==> config.mk <==
export PLATFORM = sky130hd
export DESIGN_NAME = gpio_reg_arbiter
export DESIGN_NICKNAME = d
export VERILOG_FILES = /design/src/rtl/gpio_arb_pkg.sv /design/src/rtl/gpio_rr_arbiter.sv /design/src/rtl/gpio_reg_arbiter.sv
export SDC_FILE = /design/constraint.sdc
export NUM_CORES = 1
export LEC_CHECK = 0
export CAP_MARGIN = 40
export CORE_ASPECT_RATIO = 1.75
export CORE_MARGIN = 2
export CORE_UTILIZATION = 30
export CTS_CLUSTER_SIZE = 10
export DETAILED_ROUTE_END_ITERATION = 8
export PLACE_DENSITY_LB_ADDON = 0.05
export SETUP_SLACK_MARGIN = 0.02
export SYNTH_ARGS = -nofsm -noshare
export SYNTH_HDL_FRONTEND = slang
export SYNTH_SLANG_ARGS = --single-unit
==> constraint.sdc <==
create_clock -name clk -period 1.6 [get_ports clk]
set_clock_uncertainty 0.1 [all_clocks]
set_input_delay 0.16 -clock clk [delete_from_list [all_inputs] [get_ports clk]]
set_output_delay 0.16 -clock clk [all_outputs]
set_load 0.02 [all_outputs]
==> src/rtl/gpio_arb_pkg.sv <==
// gpio_arb_pkg: shared types and widths for the gpio_regs port arbiter.
// Provides the FSM state type, bus widths and an index-width helper.
package gpio_arb_pkg;

    typedef enum logic [1:0] {
        ARB_IDLE,
        ARB_BUSY,
        ARB_RESP
    } arb_state_t;

    localparam int ARB_ADDR_W = 32;
    localparam int ARB_DATA_W = 32;
    localparam int ARB_BE_W   = 4;

    // Width able to hold 0..n-1; never narrower than one bit.
    function automatic int idx_w(input int n);
        return (n <= 2) ? 1 : $clog2(n);
    endfunction

endpackage

==> src/rtl/gpio_rr_arbiter.sv <==
// gpio_rr_arbiter: combinational round-robin pick.
// First asserted request at or after ptr, wrapping, wins.
module gpio_rr_arbiter
    import gpio_arb_pkg::*;
#(
    parameter int N  = 2,
    parameter int IW = idx_w(N)
) (
    input  logic [N-1:0]  req,
    input  logic [IW-1:0] ptr,
    output logic [N-1:0]  gnt,
    output logic [IW-1:0] idx,
    output logic          any
);

    // Scan requests starting from the pointer position.
    always_comb begin
        any = 1'b0;
        idx = '0;
        for (int i = 0; i < N; i++) begin
            if (!any && req[(int'(ptr) + i) % N]) begin
                any = 1'b1;
                idx = IW'((int'(ptr) + i) % N);
            end
        end
        gnt = any ? (N'(1) << idx) : '0;
    end

endmodule

==> src/rtl/gpio_reg_arbiter.sv <==
// gpio_reg_arbiter: shares one gpio_regs port among NUM_REQ requesters.
// Optional owner lock for read-modify-write: define GPIO_ARB_LOCK_EN.
module gpio_reg_arbiter
    import gpio_arb_pkg::*;
#(
    parameter int NUM_REQ     = 2,
    parameter int TIMEOUT_CYC = 16
) (
    input  logic                          clk,
    input  logic                          reset_n,
    input  logic [NUM_REQ-1:0]            req_valid,
    input  logic [NUM_REQ-1:0]            req_we,
    input  logic [NUM_REQ*ARB_ADDR_W-1:0] req_addr,
    input  logic [NUM_REQ*ARB_DATA_W-1:0] req_wdata,
    input  logic [NUM_REQ*ARB_BE_W-1:0]   req_be,
`ifdef GPIO_ARB_LOCK_EN
    input  logic [NUM_REQ-1:0]            req_lock,
`endif
    output logic [NUM_REQ-1:0]            req_ready,
    output logic [NUM_REQ-1:0]            rsp_valid,
    output logic [ARB_DATA_W-1:0]         rsp_rdata,
    output logic                          rsp_err,
    output logic [ARB_ADDR_W-1:0]         addr,
    output logic [ARB_DATA_W-1:0]         wdata,
    output logic [ARB_BE_W-1:0]           be,
    output logic                          we,
    output logic                          re,
    input  logic                          ack,
    input  logic [ARB_DATA_W-1:0]         rdata
);

    localparam int IW = idx_w(NUM_REQ);
    localparam int CW = idx_w(TIMEOUT_CYC);
    localparam logic [CW-1:0] CNT_LAST = CW'(TIMEOUT_CYC - 1);

    arb_state_t            state_q, state_d;
    logic [IW-1:0]         ptr_q, ptr_d;
    logic [IW-1:0]         owner_q, owner_d;
    logic                  wr_q, wr_d;
    logic [ARB_ADDR_W-1:0] addr_q, addr_d;
    logic [ARB_DATA_W-1:0] wdata_q, wdata_d;
    logic [ARB_BE_W-1:0]   be_q, be_d;
    logic [CW-1:0]         cnt_q, cnt_d;
    logic [ARB_DATA_W-1:0] rdata_q, rdata_d;
    logic                  err_q, err_d;

    logic [NUM_REQ-1:0]    elig;
    logic [NUM_REQ-1:0]    gnt;
    logic [IW-1:0]         win;
    logic                  win_any;
    logic [NUM_REQ-1:0]    owner_oh;

    assign owner_oh = NUM_REQ'(1) << owner_q;

`ifdef GPIO_ARB_LOCK_EN
    logic                  lock_q, lock_d;
    logic [CW-1:0]         lcnt_q, lcnt_d;
    assign elig = lock_q ? (req_valid & owner_oh) : req_valid;
`else
    assign elig = req_valid;
`endif

    gpio_rr_arbiter #(
        .N  (NUM_REQ),
        .IW (IW)
    ) u_rr (
        .req (elig),
        .ptr (ptr_q),
        .gnt (gnt),
        .idx (win),
        .any (win_any)
    );

    // Grants never leak while reset holds the capture registers.
    assign req_ready = (state_q == ARB_IDLE && reset_n) ? gnt : '0;
    assign rsp_valid = (state_q == ARB_RESP) ? owner_oh : '0;
    assign rsp_rdata = rdata_q;
    assign rsp_err   = err_q;
    assign addr      = addr_q;
    assign wdata     = wdata_q;
    assign be        = be_q;
    assign we        = (state_q == ARB_BUSY) && wr_q;
    assign re        = (state_q == ARB_BUSY) && !wr_q;

    // Next-state, capture and timeout logic for the transaction FSM.
    always_comb begin
        state_d = state_q;
        ptr_d   = ptr_q;
        owner_d = owner_q;
        wr_d    = wr_q;
        addr_d  = addr_q;
        wdata_d = wdata_q;
        be_d    = be_q;
        cnt_d   = '0;
        rdata_d = rdata_q;
        err_d   = err_q;
`ifdef GPIO_ARB_LOCK_EN
        lock_d  = lock_q;
        lcnt_d  = '0;
`endif
        unique case (state_q)
            ARB_IDLE: begin
`ifdef GPIO_ARB_LOCK_EN
                if (lock_q && !req_valid[owner_q]) begin
                    if (lcnt_q == CNT_LAST) begin
                        lock_d = 1'b0;
                    end else begin
                        lcnt_d = lcnt_q + 1'b1;
                    end
                end
`endif
                if (win_any) begin
                    state_d = ARB_BUSY;
                    owner_d = win;
                    wr_d    = req_we[win];
                    addr_d  = req_addr[int'(win)*ARB_ADDR_W +: ARB_ADDR_W];
                    wdata_d = req_wdata[int'(win)*ARB_DATA_W +: ARB_DATA_W];
                    be_d    = req_be[int'(win)*ARB_BE_W +: ARB_BE_W];
`ifdef GPIO_ARB_LOCK_EN
                    lock_d  = req_lock[win];
                    if (!req_lock[win]) begin
                        ptr_d = (int'(win) == NUM_REQ - 1) ? '0 : win + IW'(1);
                    end
`else
                    ptr_d = (int'(win) == NUM_REQ - 1) ? '0 : win + IW'(1);
`endif
                end
            end
            ARB_BUSY: begin
                cnt_d = cnt_q + 1'b1;
                if (ack) begin
                    state_d = ARB_RESP;
                    rdata_d = wr_q ? '0 : rdata;
                    err_d   = 1'b0;
                end else if (cnt_q == CNT_LAST) begin
                    state_d = ARB_RESP;
                    rdata_d = '0;
                    err_d   = 1'b1;
                end
            end
            ARB_RESP: begin
                state_d = ARB_IDLE;
            end
            default: begin
                state_d = ARB_IDLE;
            end
        endcase
    end

    // State and capture registers; reset aborts any transaction silently.
    always_ff @(posedge clk or negedge reset_n) begin
        if (!reset_n) begin
            state_q <= ARB_IDLE;
            ptr_q   <= '0;
            owner_q <= '0;
            wr_q    <= 1'b0;
            addr_q  <= '0;
            wdata_q <= '0;
            be_q    <= '0;
            cnt_q   <= '0;
            rdata_q <= '0;
            err_q   <= 1'b0;
        end else begin
            state_q <= state_d;
            ptr_q   <= ptr_d;
            owner_q <= owner_d;
            wr_q    <= wr_d;
            addr_q  <= addr_d;
            wdata_q <= wdata_d;
            be_q    <= be_d;
            cnt_q   <= cnt_d;
            rdata_q <= rdata_d;
            err_q   <= err_d;
        end
    end

`ifdef GPIO_ARB_LOCK_EN
    // Owner lock and its idle-release counter.
    always_ff @(posedge clk or negedge reset_n) begin
        if (!reset_n) begin
            lock_q <= 1'b0;
            lcnt_q <= '0;
        end else begin
            lock_q <= lock_d;
            lcnt_q <= lcnt_d;
        end
    end
`endif

endmodule

==> impl_results.md, run 1 <==
* PortBufs at between 200 and 300
* Sequential fraction of the synthesis area at between 50% and 60%
* Final count of negative-setup-slack endpoints at 87
* CORE AREA at 0.0152 mm2
* Netlist cell types at 26
* Max Clk Rate at 0.582 GHz
* Vias at about 4300
* Post-DP HPWL at around 11 mm
* First-pass GRT wire length at approximately 26 mm
* HP Class: input port to flop
* Drt wl/cell at about 21 um
* Rel. slew slack at 60.1%
* Hold slack at 316 ps
* Mapped Cells at about 350
* Sink Count at 110
* TritonRoute pass-1 iters at 4
* Synth Area per Inst at 13.3 um2
* Status: finished with violations
* Pre-CTS setup slack at -463 ps
* Top cell type's share of synthesized area at roughly three fifths
* Synthesis-to-finish area growth at 80.6%
* Final worst-path cycle share at 107%
* Num CTS Buffers at 9
* RSZ-0062 raised after global routing: yes
* Maximum number of pins on one net before global-route repair at ~110
* Initial antenna violation count at 1
* Die Wd at slightly below 100 um
* Row cnt at 60
* Drt total wl at about 18 mm
* Max capacitance violation total at 0
* Slew @ Worst Pin at 599 ps
* PwrDens at approximately 1900 mW/mm2
* Synth top area cells: dfrtp_1 (59%), a221o_1 (15%), o21a_1 (11%)
* Worst-path clk slew at 80 ps
* Synth Warn # at 0
* Mapped Nets at 525
* Synthesized flop and latch total at 110
* Leak at just under 4 nW
* Min Tclk post-route at ~1700 ps
* Netlist Area Pre-Place at 0.00463 mm2
* Clk root buf: clkbuf_16
* Final Core Density at 54.9%
* Total die area at 0.0165 mm2
* Clock tree buffer depth at 2
* GP Congestion at about 0.76
* Iter 0 DRT Violations at 151
* Max rail drop VDD at about 0.00068 V
* Layout cells sized above 1 at roughly 11%
* CP Launch Type: flop
* ANT nets after route at 0
* Critical path peak fanout at 8
* Final net count at approximately 820
* Final count of pins violating max slew at 0
* Tot GR Track Use at 20.2%
* CP Data Required Time at roughly 1700 ps
* Final worst slack at -118 ps
* Via/cell ratio at 5.21
* # H-tree levels at 3
* Setup crit end kind: flop
* Critical path class: flop to flop
* Chip height at about 170 um
* Failing checks: setup timing
* Initial Util at a little under a third
* CTS tree: built
* Number of remaining DRC errors at 0
* Grt ovf at 0
* CP Data Arrival Time at 1850 ps
* Vias in the first global route at about 4800
* Clock Latency Late Sink at between 300 and 400 ps
* Hold Violations, Final at 0
* IO Pins at around 280
* Layout fillers at 1367
* Yosys top cell by area: dfrtp_1
power by group:
group          internal [mW]  leakage, nW  switching (mW)
clock                   1.29        0.152            1.11
sequential              4.11         1.38           0.704
combinational           4.45         2.43            4.43
total                   9.84         3.96            6.24
flip-flops by register name (all words and copies together), names as in the netlist:
signal / flops
addr: 32
rsp_rdata: 32
wdata: 32
be: 4
cnt_q: 4
state_q: 2
owner_q: 1
ptr_q: 1
rsp_err: 1
wr_q: 1
cells in the final DEF (no fill, tap or decap), types with 2 or more instances in the layout:
| cell | synthesis | layout |
|---|---|---|
| dlymetal6s2s_1 | 0 | 13 |
| buf_12 | 0 | 10 |
| nand2_1 | 2 | 2 |
| inv_6 | 0 | 3 |
| a22o_1 | 32 | 32 |
| a21o_1 | 2 | 2 |
| buf_4 | 0 | 9 |
| o21a_1 | 69 | 69 |
| or2_4 | 0 | 3 |
| nor2_2 | 0 | 2 |
| dlygate4sd2_1 | 0 | 88 |
| dfrtp_1 | 110 | 110 |
| nor2_1 | 6 | 3 |
| buf_2 | 21 | 2 |
| clkbuf_16 | 0 | 16 |
| buf_6 | 3 | 12 |
| a221o_1 | 69 | 69 |
| and2_4 | 0 | 3 |
| o21ai_0 | 2 | 2 |
| and3_4 | 0 | 2 |
| clkdlybuf4s50_1 | 0 | 173 |
metal layers:
metal / wire [um] / GRT usage [%] / up-vias / part of all wire [%]
met4: 592 / 8.57 / 0 / 3.3
met2: 9480 / 36.5 / 201 / 53
li1: - / - / 1969 / -
met5: 0 / 0 / - / 0
met1: 6760 / 22.5 / 2141 / 38
met3: 1050 / 4.48 / 34 / 5.9
through the flow:
step | cells | setup TNS, ps | instance area [um2] | total power, mW
2_1_floorplan | 349 | -179 | 4630 | 9.33
3_3_place_gp | 797 | -30550 | 7740 | 13.3
3_5_place_dp | 797 | -32340 | 7740 | 13.4
4_1_cts | 822 | -7200 | 8110 | 15.5
5_1_grt | 834 | -10320 | 8370 | 17.0
6_report | 834 | -5190 | 8370 | 16.1
timing repair:
action                                  4_1_cts  5_1_grt
resized for setup                           131       26
pin swaps                                    15       70
setup buffers                                 5        1
hold buffers                                  1        0
endpoints found under the hold margin       110        0
endpoints found under the setup margin      196      119
cloned                                        3       12
layout make-up:
type	count	area (um2)	share of cell area, %
tap	186	233	2.78
multi-input combinational	203	1750	21.0
antenna	1	2.50	0.0299
timing repair buffer	317	3310	39.5
inverter	1	3.75	0.0449
clock inverter	6	75.1	0.897
sequential	110	2750	32.9
clock buffer	10	239	2.86
worst max-delay path, cell delays in order, from the launching register on:
cell and delay (ps):
dfrtp_1 400, buf_6 150, or2_4 330, clkbuf_16 190, o21a_1 170, a221o_1 260
cells by family (layout without fill, tap and decap cells):
family,after synthesis,count (layout),share of synthesized area (%)
AOI/OAI and AO/OA,176,176,33.1
DFF,110,110,59.4
buffers and inverters,38,334,4.13
and+or+nand+nor,22,24,2.73
xor gates and xnor gates,2,2,0.378
adders and majority gates,1,1,0.270
other,0,1,0
worst paths after layout:
path,slack [ps],end,depth (start not counted),from
worst min register to register,370,cnt_q[0],1,cnt_q[0]
worst max-delay path,-120,wdata[29],5,state_q[0]
min in group asynchronous,450,rsp_rdata[4],3,reset_n
worst min-delay path,320,be[3],2,req_be[3]
worst max register to register,-120,wdata[29],5,state_q[0]
max in group asynchronous,520,wdata[29],3,reset_n
cells in the mapped netlist:
library cell / instances
a21o_1: 2
and3_1: 2
nand3_1: 1
a22o_1: 32
dfrtp_1: 110
buf_6: 3
nor3b_1: 1
and3b_1: 1
nand2b_1: 2
nor2b_1: 1
and2_1: 4
o21a_1: 69
ha_1: 1
xor2_1: 1
a31o_2: 1
a2bb2oi_1: 1
clkbuf_1: 13
nand2_1: 2
inv_1: 1
o21ai_0: 2
buf_2: 21
nor3b_2: 1
nor2_1: 6
xnor2_1: 1
or2_1: 1
a221o_1: 69
Power figures use the tool's default switching activity.
==> run 2, diff against run 1 <==
--- a/config.mk
+++ b/config.mk
@@ -7,7 +7,7 @@
 export LEC_CHECK = 0
 export CAP_MARGIN = 40
 export CORE_ASPECT_RATIO = 1.75
-export CORE_MARGIN = 2
+export CORE_MARGIN = 10
 export CORE_UTILIZATION = 30
 export CTS_CLUSTER_SIZE = 10
 export DETAILED_ROUTE_END_ITERATION = 8
==> run 2 against run 1 <==
Against the previous run:
- the flow still finishes with violations (setup timing)
- critical path type unchanged
- clock power decreased by 7%
- non-clock buffer count decreased by 8
- global-route usage decreased by 3.0 points
- worst setup slack improved by 26 ps
- maximum frequency increased by 1.5%
- largest power group unchanged
- sequential share of layout area increased by 1.1 points
- power decreased by 5.8%
- final cell count decreased by 1.1%
- hold slack got worse by 1.9 ps
- clock-buffer cell count increased by 1
- register-to-register slack improved by 30 ps
- routed wire length increased by 8.0%
==> impl_results.md, run 2 (synthesis gave the netlist of run 1 again) <==
* Status: finished with violations
* Failing checks: setup timing
* CP Data Required Time at between 1500 and 2000 ps
* CP Data Arrival Time at around 1800 ps
* Row cnt at 60
* Vias at 4269
* CTS tree: built
* Most common cell after layout, fill and taps aside: clkdlybuf4s50_1
* Hold Violations, Final at 0
* Post-DP HPWL at roughly 14 mm
* Tot GR Track Use at 17.2%
* Worst-path clk slew at ~80 ps
* Via/cell ratio at just over 5
* Iter 0 DRT Violations at between 150 and 200
* Clock tree buffer depth at 2
* Chip height at roughly 180 um
* Final net count at roughly 810
* Initial antenna violation count at 2
* Crit-path leading delay family: compound AO/OA/AOI/OAI gates
* Seq pwr share at a little under a third
* Post-Route Setup TNS at -5970 ps
* Final Cell Area at a little over 0.008 mm2
* Max rail drop VDD at between 0.0007 and 0.0008 V
* Hold slack at approximately 310 ps
* Layout cells sized above 1 at roughly a tenth
* Maximum number of pins on one net before global-route repair at 49
* Total die area at about 0.021 mm2
* First-pass GRT wire length at 28.3 mm
* Slew @ Worst Pin at ~680 ps
* Critical path class: flop to flop
* Final worst-path cycle share at 106%
* Drt total wl at between 15 and 20 mm
* Setup crit end kind: flop
* Crit path buf inv count at 2
* CORE AREA at 0.0152 mm2
* Final Core Density at between 50 and 60%
* CP Launch Type: flop
* PortBufs at around 280
* RSZ-0062 raised after global routing: yes
* Min Tclk post-route at ~1700 ps
* Clock power share at 14.7%
* Grt ovf at 0
* Final count of negative-setup-slack endpoints at around 100
* Drt wl/cell at ~23 um
* Max capacitance violation total at 0
* Commonest cells after routing, fill and taps aside: clkdlybuf4s50_1 (173), dfrtp_1 (110), dlygate4sd2_1 (90)
* Critical path peak fanout at 20
* Max Clk Rate at between 0.5 and 0.6 GHz
* GP Congestion at roughly 0.75
* Num CTS Buffers at 9
* Switching power at approximately 6 mW
* Combinational power share at between 50% and 60%
* TritonRoute pass-1 iters at 6
* ANT nets after route at 0
* Synthesis-to-finish area growth at 74.9%
* CP max-delay cell: dfrtp_1
* Clock Latency Late Sink at roughly 340 ps
* # H-tree levels at 3
* DP Area at 0.00774 mm2
* Final worst slack at -92.9 ps
* PwrDens at approximately 1900 mW/mm2
* Switch share at 39.8%
* HP Class: input port to flop
* Internal at between 9 and 10 mW
* Vias in the first global route at around 4700
* Worst-path cell chain: buf_6 -> or2_4 -> buf_6 -> o21a_1 -> a221o_1
* Sink Count at 110
* Initial Util at between 30% and 40%
* Number of remaining DRC errors at 0
* Leak at 3.83 nW
* Rel. slew slack at a little over half
* CP max stage delay at about 400 ps
* Critical path's most frequent cell: buf_6
* Clk root buf: clkbuf_16
* IO Pins at approximately 280
* Final count of pins violating max slew at 0
* Die Wd at 114 um
run 2: worst paths after layout:
path | startpoint | end | slack (ps) | cells past startpoint
min in group asynchronous | reset_n | be[0] | 370 | 3
max in group asynchronous | reset_n | rsp_rdata[28] | 230 | 4
hold / removal | req_wdata[63] | wdata[31] | 310 | 2
hold reg to reg | cnt_q[0] | cnt_q[0] | 370 | 1
setup / recovery | state_q[0] | addr[18] | -90 | 5
setup reg to reg | state_q[0] | addr[18] | -90 | 5
run 2: power by group through the flow:
| stage | Combinational (mW) | Clock [mW] | Sequential, mW |
|---|---|---|---|
| 3_3_place_gp | 8.54 | 0 | 4.85 |
| 5_1_grt | 8.66 | 2.40 | 4.97 |
| 3_5_place_dp | 8.67 | 0 | 4.89 |
| 4_1_cts | 8.12 | 2.30 | 4.83 |
| 6_report | 8.10 | 2.23 | 4.81 |
| 2_1_floorplan | 2.98 | 0 | 6.36 |
run 2: timing repair:
item                                   4_1_cts  5_1_grt
gates resized for setup                    135       16
gates cloned                                 1        3
pin swaps                                    4        5
hold buffers                                 1        0
buffers inserted                             0        2
setup endpoints to repair                  197      117
endpoints found under the hold margin       72        0
run 2: final cells by class:
type	instances	area, um2
multi-input combinational	201	1730
timing repair buffer	309	3090
clock inverter	5	40.0
tap	186	233
inverter	1	3.75
antenna	2	5.00
fill	1386	7140
sequential	110	2750
clock buffer	11	253
run 2: through the flow:
| stage | worst slack [ps] | instances | total power [mW] |
|---|---|---|---|
| after floorplan | -17.9 | 349 | 9.33 |
| after global placement | -422 | 799 | 13.4 |
| after detailed placement | -392 | 800 | 13.6 |
| after CTS | -103 | 818 | 15.2 |
| after global routing | -130 | 825 | 16.0 |
| final | -92.9 | 825 | 15.1 |
run 2: routing by layer:
layer  GRT usage [%]  share of wire (%)  vias up
met4            5.39                1.3        0
li1                -                  -     1955
met1            19.5                 38     2127
met2            29.6                 53      174
met3            5.76                7.5       13
met5               0                  0        -
